===== config.mk =====
export PLATFORM = sky130hd
export DESIGN_NAME = stopwatch_ctrl
export DESIGN_NICKNAME = d
export VERILOG_FILES = /design/src/rtl/stopwatch_ctrl.sv
export SDC_FILE = /design/constraint.sdc
export NUM_CORES = 1
export LEC_CHECK = 0
export CELL_PAD_IN_SITES_DETAIL_PLACEMENT = 0
export CELL_PAD_IN_SITES_GLOBAL_PLACEMENT = 1
export CORE_MARGIN = 5
export CORE_UTILIZATION = 30
export CTS_BUF_LIST = sky130_fd_sc_hd__clkbuf_4 sky130_fd_sc_hd__clkbuf_8
export CTS_CLUSTER_DIAMETER = 120
export CTS_CLUSTER_SIZE = 10
export DETAILED_ROUTE_END_ITERATION = 7
export MAX_ROUTING_LAYER = met4
export PLACE_DENSITY = 0.6
export REMOVE_ABC_BUFFERS = 1
export SLEW_MARGIN = 30
export SYNTH_ARGS = -nofsm -noshare
export SYNTH_HDL_FRONTEND = slang
export SYNTH_HIERARCHICAL = 1
export SYNTH_SLANG_ARGS = --single-unit

===== constraint.sdc =====
create_clock -name clk -period 2.1 [get_ports clk]
set_clock_uncertainty 0.15 [all_clocks]
set_input_delay 0.315 -clock clk [delete_from_list [all_inputs] [get_ports clk]]
set_output_delay 0.315 -clock clk [all_outputs]
set_load 0.005 [all_outputs]

===== src/rtl/stopwatch_ctrl.sv =====
// Stopwatch control sequencer: input conditioning, run/pause/adjust mode FSM,
// counter increment strobes and adjust-mode blink blanking. Optional lap freeze (LAP_EN).
// Latency: strobes one cycle after the tick; press acts DB_CYCLES+3 cycles after raw edge.
// No backpressure: tick strobes are consumed in the cycle they arrive.

// Two-flop synchronizer plus debounce; emits a one-cycle pulse on an accepted 0->1.
module stopwatch_ctrl_db #(
    parameter int DB_CYCLES = 1000000,
    parameter int DB_W      = 20
) (
    input  logic clk,
    input  logic rst,
    input  logic raw,
    output logic press
);
    logic [1:0]      sync_q, sync_d;
    logic            acc_q, acc_d;
    logic [DB_W-1:0] cnt_q, cnt_d;
    logic            press_q, press_d;

    // Accept a new level only after it has held for DB_CYCLES consecutive cycles.
    always_comb begin
        sync_d = {sync_q[0], raw};
        acc_d  = acc_q;
        cnt_d  = cnt_q;
        if (sync_q[1] == acc_q) begin
            cnt_d = '0;
        end else if (cnt_q == DB_W'(DB_CYCLES - 1)) begin
            acc_d = sync_q[1];
            cnt_d = '0;
        end else begin
            cnt_d = cnt_q + DB_W'(1);
        end
        press_d = acc_d & ~acc_q;
    end

    // Synchronizer, debounce and press pulse registers.
    always_ff @(posedge clk or negedge rst) begin
        if (!rst) begin
            sync_q  <= '0;
            acc_q   <= 1'b0;
            cnt_q   <= '0;
            press_q <= 1'b0;
        end else begin
            sync_q  <= sync_d;
            acc_q   <= acc_d;
            cnt_q   <= cnt_d;
            press_q <= press_d;
        end
    end

    assign press = press_q;
endmodule

module stopwatch_ctrl #(
    parameter int DB_CYCLES = 1000000,
    parameter int DB_W      = 20
) (
    input  logic clk,
    input  logic rst,
    input  logic btn_pause,
    input  logic sw_adjust,
    input  logic sw_select,
    input  logic btn_lap,
    input  logic tick_1hz,
    input  logic tick_2hz,
    input  logic tick_blink,
    input  logic sec_at_max,
    output logic inc_sec,
    output logic inc_min,
    output logic blank_sec,
    output logic blank_min,
    output logic running,
    output logic freeze
);
    typedef enum logic [1:0] {ST_PAUSED = 2'd0, ST_RUN = 2'd1, ST_ADJ = 2'd2} state_t;

    state_t     state_q, state_d;
    logic [1:0] adj_sync_q, adj_sync_d;
    logic [1:0] sel_sync_q, sel_sync_d;
    logic       resume_q, resume_d;
    logic       phase_q, phase_d;
    logic       inc_sec_q, inc_sec_d;
    logic       inc_min_q, inc_min_d;
    logic       running_q, running_d;
    logic       freeze_q, freeze_d;
    logic       pause_press;
    logic       adj_s, sel_s;

    stopwatch_ctrl_db #(.DB_CYCLES(DB_CYCLES), .DB_W(DB_W)) u_db_pause (
        .clk   (clk),
        .rst   (rst),
        .raw   (btn_pause),
        .press (pause_press)
    );

`ifdef LAP_EN
    logic lap_press;
    stopwatch_ctrl_db #(.DB_CYCLES(DB_CYCLES), .DB_W(DB_W)) u_db_lap (
        .clk   (clk),
        .rst   (rst),
        .raw   (btn_lap),
        .press (lap_press)
    );
`else
    logic unused_btn_lap;
    assign unused_btn_lap = btn_lap;
`endif

    assign adj_s = adj_sync_q[1];
    assign sel_s = sel_sync_q[1];

    // Mode FSM, resume/blink bookkeeping and strobes decided by the pre-transition state.
    always_comb begin
        adj_sync_d = {adj_sync_q[0], sw_adjust};
        sel_sync_d = {sel_sync_q[0], sw_select};
        state_d    = state_q;
        resume_d   = resume_q;
        phase_d    = phase_q;
        inc_sec_d  = 1'b0;
        inc_min_d  = 1'b0;
        freeze_d   = freeze_q;

        case (state_q)
            ST_PAUSED, ST_RUN: begin
                if (adj_s) begin
                    state_d  = ST_ADJ;
                    // A press in the entry cycle flips the captured resume flag.
                    resume_d = (state_q == ST_RUN) ^ pause_press;
                    phase_d  = 1'b0;
                end else if (pause_press) begin
                    state_d = (state_q == ST_RUN) ? ST_PAUSED : ST_RUN;
                end
            end
            ST_ADJ: begin
                if (!adj_s) begin
                    state_d = (resume_q ^ pause_press) ? ST_RUN : ST_PAUSED;
                    phase_d = 1'b0;
                end else begin
                    if (pause_press) resume_d = ~resume_q;
                    if (tick_blink)  phase_d  = ~phase_q;
                end
            end
            default: state_d = ST_PAUSED;
        endcase

        if (state_q == ST_RUN) begin
            inc_sec_d = tick_1hz;
            inc_min_d = tick_1hz & sec_at_max;
        end else if (state_q == ST_ADJ && tick_2hz) begin
            inc_sec_d = sel_s;
            inc_min_d = ~sel_s;
        end

`ifdef LAP_EN
        if (state_d == ST_ADJ) begin
            freeze_d = 1'b0;
        end else if (lap_press && state_q != ST_ADJ) begin
            freeze_d = ~freeze_q;
        end
`else
        freeze_d = 1'b0;
`endif
        running_d = (state_d == ST_RUN);
    end

    // State and registered outputs.
    always_ff @(posedge clk or negedge rst) begin
        if (!rst) begin
            state_q    <= ST_PAUSED;
            adj_sync_q <= '0;
            sel_sync_q <= '0;
            resume_q   <= 1'b0;
            phase_q    <= 1'b0;
            inc_sec_q  <= 1'b0;
            inc_min_q  <= 1'b0;
            running_q  <= 1'b0;
            freeze_q   <= 1'b0;
        end else begin
            state_q    <= state_d;
            adj_sync_q <= adj_sync_d;
            sel_sync_q <= sel_sync_d;
            resume_q   <= resume_d;
            phase_q    <= phase_d;
            inc_sec_q  <= inc_sec_d;
            inc_min_q  <= inc_min_d;
            running_q  <= running_d;
            freeze_q   <= freeze_d;
        end
    end

    assign inc_sec   = inc_sec_q;
    assign inc_min   = inc_min_q;
    assign running   = running_q;
    assign freeze    = freeze_q;
    assign blank_sec = phase_q & sel_s;
    assign blank_min = phase_q & ~sel_s;
endmodule


; Word level (Yosys, flattened, before mapping)
; Index checks and enable logic that the tools add are counted.
[op_classes]
n_addsub = 1
n_eq_ne = 9
mux = 22
n_bitwise = 10
reduce_logical = 6
[ops]
columns = op, count
row1 = two-way mux 20 bit, 2
row2 = "adder 20 x 1 -> 20 bit, second input constant", 1
row3 = "== test 20 bit, second input constant", 1
row4 = two-way mux 1 bit, 14
row5 = two-way mux 2 bit, 3
row6 = AND 1 bit, 4
row7 = "== test 2 x 1 -> 1 bit, second input constant", 2
row8 = "inequality test 2 bit, second input constant", 2
row9 = NOT 1 bit, 4
row10 = one-hot mux 1 bit (2 select lines), 2
row11 = one-hot mux 2 bit (2 select lines), 1
row12 = AND reduction 4 bit, 1
row13 = "inequality test 3 bit, second input constant", 1
row14 = AND reduction 3 bit, 1
row15 = "== test 2 bit, second input constant", 1
row16 = logical NOT 2 bit, 1
row17 = "inequality test 2 x 1 -> 1 bit, second input constant", 1
row18 = nonzero test 2 bit, 1
row19 = OR reduction 2 bit, 1
row20 = XOR 1 bit, 2
row21 = == test 1 bit, 1
row22 = logical AND 1 bit, 1
[word_totals]
reg_bits = 35

; Longest topological paths before layout
; Gate-level depths: netlist (run 1).
[logic_depth]
ltp_word = 6
depth_mapped = 6

; By module
; The synthesis (run 1) kept the hierarchy.
[modules_own_cells]
columns = mod, n_inst, cells_each, area_per_inst_um2, seq_area_each_um2
row1 = stopwatch_ctrl_db, 1, 116, 1136.1, 600.6
row2 = stopwatch_ctrl, 1, 40, 470.5, 275.3

; Least setup slack after synthesis (run 1)
; OpenSTA, ideal clock, no wires.
[synth_timing]
path_kind = reg2reg
start = register u_db_pause.cnt_q[0]
end = register u_db_pause.cnt_q[18]
setup_ns = 0.078
arrival_ns = 1.897
t_required_ns = 1.872
slack_ns = -0.025
path_stages_with_launch = 7
n_path_buf = 1
cell_sequence = dfrtp_1 -> ha_1 -> nand2_1 -> or4_1 -> buf_2 -> or4_1 -> a21oi_1
[synth_between]
elab_chain_cells = 3
word_cells_on_any_way = 4
[synth_rtl]
columns = element, line
row1 = "start, declared", 18  ; logic [DB_W-1:0] cnt_q, cnt_d;
row2 = "start signal, assigned", 47  ; cnt_q <= cnt_d;
row3 = adder 20 x 1 -> 20 bit or == test 20 bit (tied branches), "32, 28"
row4 = two-way mux 20 bit (*), 28  ; end else if (cnt_q == DB_W'(DB_CYCLES - 1)) begin
row5 = two-way mux 20 bit (*), 26  ; if (sync_q[1] == acc_q) begin
row6 = named net u_db_pause.cnt_d[18], 18
; The timed path passes the listed nets; every way through them passes the cells marked *.
; A chain may end at the register's enable or synchronous reset.

; Final worst setup path (run 1)
[layout_timing]
start = register u_db_pause.cnt_q[4]
end = register u_db_pause.cnt_q[18]
; The elaborated chain is that of the path after synthesis.

==> flow_summary.json, run 1 <==
{
  "dpl.hpwl_um": 2191,
  "hold_path.class": "flip-flop to flip-flop",
  "dp_slack_ns": -0.03400,
  "setup_viol": 0,
  "required_ns": 2.16,
  "area_growth_pct": 24.14,
  "ctsHoldBuffers": 0,
  "ctsHtreeMaxLevel": 2,
  "drtAntennaViolNets": 0,
  "fin_util_pct": 38.80,
  "ys_seq_area_share_pct": 54.52,
  "synth_cells": 156,
  "end_kind": "flip-flop",
  "synth_cell_type_count": 44,
  "synth_warnings": 6,
  "die-area_um2": 6919,
  "track_usage_pct": 10.21,
  "rows": 26,
  "antenna_found_initial": 0,
  "clk_latency_ns": 0.28,
  "reg2reg_slack_ns": 0.13,
  "first_global_vias": 1192,
  "fillers": 529,
  "worstHoldPathCells": 0,
  "final_cells": 253,
  "clock.fmax_ghz": 0.5066,
  "dp_cells": 245,
  "vias": 1180,
  "top_layer_used": "met4",
  "drt_iter0_drc": 64,
  "cts_tree": "done",
  "die-width_um": 83.18,
  "drv_cap": 0,
  "gp_congestion": 0.8130,
  "avgViaCountPerCell": 4.664,
  "status": "finished, final reports clean",
  "finalWorstSetupSlack_ns": 0.1260,
  "worstSetupPathType": "flip-flop to flip-flop",
  "met3_length_um": 147,
  "drc": 0,
  "antenna_cells": 0,
  "cp_max_fo": 8,
  "wl_met1_um": 1543,
  "drv_slew": 0,
  "fin_nets": 193,
  "start_util_pct": 31.26,
  "ys.flop_type": "dfrtp_1",
  "io_pins": 16,
  "die_y_um": 83.18,
  "wl_met2_um": 1439,
  "wire_per_inst_um": 12.47,
  "vdd_drop_max_mv": 0.3382,
  "multi_input_area_um2": 673.1,
  "grt_pass1_wl_um": 5589,
  "avgSynthCellArea_um2": 10.30,
  "period_share_pct": 94.00,
  "cts_root_buf": "clkbuf_8",
  "async_flop_share_pct": 100.0,
  "ff2ff_path_depth": 4,
  "core_area_um2": 5140,
  "portBuffers": 13,
  "synthesis.area_um2": 1607,
  "synth_edf_count": 0,
  "cts.sinks": 35,
  "cts_setup_buffers": 0,
  "cts_buffer_depth": 2,
  "pwr_density_cell_nw_per_um2": 661.1,
  "period_minus_slack_ns": 1.974,
  "cp.arrival_ns": 2.03,
  "cts_made_buffers": 5,
  "firstDrtPassIters": 4,
  "drt_wl_total_um": 3156,
  "grt_max_degree": 36,
  "grt-ovfl-total": 0,
  "leakage_uw": 0.0008265,
  "hold_viol": 0,
  "rsz0062_at_grt": "false",
  "drive_gt1_share_pct": 19.13,
  "clk_pin_slew_worst_paths_ns": 0.07,
  "ys_ff_latch": 35,
  "cp-start-kind": "flip-flop",
  "regArea_um2": 875.8
}
## Yosys cell counts (4+ instances only)
master	n	area [um^2]
dfrtp_1	35	875.8
nor2_1	16	60.06
nand2_1	9	33.78
a21oi_1	8	40.04
nand3_1	8	40.04
o21ai_0	8	40.04
inv_1	6	22.52
xnor2_1	6	52.55
xor2_1	6	52.55
or4_1	5	37.54
clkbuf_1	4	15.01
## worst max-delay path, stage by stage, from the launching register on
cell     delay (ns)
dfrtp_1        0.39
nand3_2        0.10
or4_4          0.61
or4_1          0.49
a21oi_1        0.16
## power by group
part	total, uW	internal [uW]	switching (uW)
Clock	543	298	245
Sequential	699	688	10.8
Combinational	76.3	38.2	38.1
## final cells by class
class / instances / area share [%]
multi-input combinational: 107 / 33.75
inverter: 7 / 1.317
sequential: 35 / 43.91
clock buffer: 7 / 4.831
clock inverter: 1 / 0.3764
tap: 70 / 4.391
timing repair buffer: 26 / 11.42
## final timing paths
check,from,to
max,u_db_pause/cnt_q[4]$_DFF_PN0_,u_db_pause/cnt_q[18]$_DFF_PN0_
min,sel_sync_q[0]$_DFF_PN0_,sel_sync_q[1]$_DFF_PN0_
max reg2reg,u_db_pause/cnt_q[4]$_DFF_PN0_,u_db_pause/cnt_q[18]$_DFF_PN0_
min reg2reg,sel_sync_q[0]$_DFF_PN0_,sel_sync_q[1]$_DFF_PN0_
max in group asynchronous,rst,sel_sync_q[1]$_DFF_PN0_
min in group asynchronous,rst,u_db_pause/cnt_q[13]$_DFF_PN0_
## logic make-up (layout without fill, tap and decap cells)
kind of cell	count (synthesis)	in the layout	synth area share [%]
AO/OA/AOI/OAI	27	27	10.20
XOR/XNOR	12	12	6.542
adder cells (fa/ha/maj)	1	1	0.7787
buffers and inverters	14	41	4.049
flip-flops	35	35	54.52
multiplexers	2	2	1.324
other	1	1	0.2334
AND/OR/NAND/NOR	64	64	22.35
## placed cells by master (no fill, tap or decap), drive strengths merged, types with 2 or more instances in the layout
cell            n
nor3            2
inv             7
a31oi           3
nor2           16
nand4           3
xor2            6
clkbuf          7
o21ai           8
and3            2
and2            2
a21oi           8
nand2           9
o31ai           3
xnor2           6
or4             5
nor4            2
dfrtp          35
or3             5
nand3           9
buf            13
clkdlybuf4s50  13
## state kept, by name (all words and copies together) (netlist names)
| name | count |
|---|---|
| running | 1 |
| u_db_pause/sync_q | 2 |
| phase_q | 1 |
| inc_min | 1 |
| u_db_pause/acc_q | 1 |
| adj_sync_q | 2 |
| inc_sec | 1 |
| resume_q | 1 |
| sel_sync_q | 2 |
| u_db_pause/cnt_q | 20 |
| u_db_pause/press | 1 |
| state_q | 2 |
## repair_timing
| action | 4_1_cts | 5_1_grt |
|---|---|---|
| resized for setup | 1 | 1 |
| endpoints found under the setup margin | 3 | 2 |
| pin swaps | 0 | 1 |
## stage by stage
stage               total power (uW)  TNS (ns)  hold WS (ns)  cell area [um^2]
detailed placement             790.5  -0.05037        0.1969              1883
CTS                             1338         0        0.2135              1991
global placement               788.0         0        0.1828              1883
finish                          1318         0        0.2074              1994
floorplan                      735.2    -4.840       -0.1306              1568
global route                    1379         0        0.2225              1994
## metal layers
metal | up-vias | GRT usage, %
met5 | - | -
met4 | 0 | 3.566
met3 | 3 | 3.564
met2 | 22 | 15.23
met1 | 564 | 12.86
li1 | 591 | -
(Power assumes the default switching activity.)
==> run 2, diff against run 1 <==
SKIP_CTS_REPAIR_TIMING = 1   (was unset)
==> flow_summary.json, run 2 (synthesized netlist as in run 1, its figures left out) <==
{
  "cp_max_fo": 8,
  "vias": 1181,
  "avgViaCountPerCell": 4.668,
  "pwr_density_cell_nw_per_um2": 661.1,
  "die-width_um": 83.18,
  "track_usage_pct": 10.15,
  "required_ns": 2.16,
  "vdd_drop_max_mv": 0.3382,
  "end_kind": "flip-flop",
  "gp_congestion": 0.8130,
  "clk_pin_slew_worst_paths_ns": 0.07,
  "drv_cap": 0,
  "die-area_um2": 6919,
  "worstSetupPathType": "flip-flop to flip-flop",
  "drtAntennaViolNets": 0,
  "hold_viol": 0,
  "largest-register": "u_db_pause/cnt_q",
  "cp_cell_sequence": "nand3_2, or4_4, or4_1, a21oi_1",
  "rsz0062_at_grt": "false",
  "grt_max_degree": 36,
  "power_uw": 1318,
  "final_common_cell": "dfrtp_1",
  "cts_made_buffers": 5,
  "status": "finished, final reports clean",
  "final_cell_mix": "dfrtp_1 (35), nor2_1 (16), clkdlybuf4s50_1 (13), buf_4 (13), nand2_1 (9)",
  "cpPeakStageDelay_ns": 0.61,
  "io_pins": 16,
  "cpMaxStageDelayCell": "or4_4",
  "first_global_vias": 1188,
  "antenna_found_initial": 0,
  "clk_latency_ns": 0.28,
  "drt_iter0_drc": 69,
  "cts.sinks": 35,
  "hold_path.class": "flip-flop to flip-flop",
  "cts_buffer_depth": 2,
  "critPathTopFamily": "simple AND/OR/NAND/NOR gates",
  "period_minus_slack_ns": 1.974,
  "leakage_uw": 0.0008265,
  "largest_reg_flops": 20,
  "rows": 26,
  "antenna_cells": 0,
  "cts_root_buf": "clkbuf_8",
  "period_share_pct": 94.01,
  "fin_nets": 193,
  "start_util_pct": 31.26,
  "drv_slew": 0,
  "drive_gt1_share_pct": 19.13,
  "portBuffers": 13,
  "clock.fmax_ghz": 0.5066,
  "core_area_um2": 5140,
  "grt-ovfl-total": 0,
  "drt_wl_total_um": 3156,
  "fin_util_pct": 38.80,
  "crit_buf_inv": 0,
  "cts_tree": "done",
  "ctsHtreeMaxLevel": 2,
  "wire_per_inst_um": 12.47,
  "area_growth_pct": 24.14,
  "drc": 0,
  "dpl.hpwl_um": 2191,
  "cp-start-kind": "flip-flop",
  "setup_viol": 0,
  "firstDrtPassIters": 4,
  "grt_pass1_wl_um": 5540,
  "die_y_um": 83.18,
  "cp.arrival_ns": 2.03
}
run 2: cell counts in the layout (fill, tap and decap cells not counted):
Identical to the previous run, type by type.
run 2: final cells by class:
| cell class | instances | area [um^2] |
|---|---|---|
| well taps | 70 | 87.58 |
| clock inverters | 1 | 7.507 |
| flip-flops and latches | 35 | 875.8 |
| inverters | 7 | 26.28 |
| fillers | 529 | 3146 |
| clock buffers | 7 | 96.34 |
| multi-input cells | 107 | 673.1 |
| repair buffers | 26 | 227.7 |
run 2: path summary, 6_finish.rpt:
kind | from | slack, ns | cells after the start | end
worst max-delay path | u_db_pause/cnt_q[4]$_DFF_PN0_ | 0.13 | 4 | u_db_pause/cnt_q[18]$_DFF_PN0_
worst min-delay path | sel_sync_q[0]$_DFF_PN0_ | 0.21 | 0 | sel_sync_q[1]$_DFF_PN0_
worst max register to register | u_db_pause/cnt_q[4]$_DFF_PN0_ | 0.13 | 4 | u_db_pause/cnt_q[18]$_DFF_PN0_
worst min register to register | sel_sync_q[0]$_DFF_PN0_ | 0.21 | 0 | sel_sync_q[1]$_DFF_PN0_
max in group asynchronous | rst | 1.19 | 2 | sel_sync_q[1]$_DFF_PN0_
min in group asynchronous | rst | 0.28 | 2 | u_db_pause/cnt_q[13]$_DFF_PN0_
run 2: metal layers:
metal	global-route usage [%]	share of wire, %
met1	12.86	49
met2	15.01	46
met3	3.564	4.7
met4	3.566	0.79
met5	-	0
run 2: worst register-to-register path, cell delays in order, from the launching register on:
cell and delay, ns:
dfrtp_1 0.39, nand3_2 0.10, or4_4 0.61, or4_1 0.49
a21oi_1 0.16
run 2: metrics by stage:
stage	setup WS [ns]	setup TNS, ns	instances	cell area [um^2]	hold WS (ns)
floorplan	-0.2606	-4.840	149	1568	-0.1306
global placement	0.02547	0	245	1883	0.1828
detailed placement	-0.03400	-0.05037	245	1883	0.1969
CTS	-0.06207	-0.08312	253	1987	0.2135
global route	0.002040	0	253	1994	0.2225
finish	0.1259	0	253	1994	0.2074
run 2: power breakdown:
part | leakage (uW) | switching, uW | internal (uW) | total (uW)
Combinational | 0.000307 | 38.1 | 38.2 | 76.3
Clock | 0.0000505 | 245 | 298 | 543
Sequential | 0.000469 | 10.8 | 688 | 699
Total | 0.000826 | 294 | 1020 | 1320
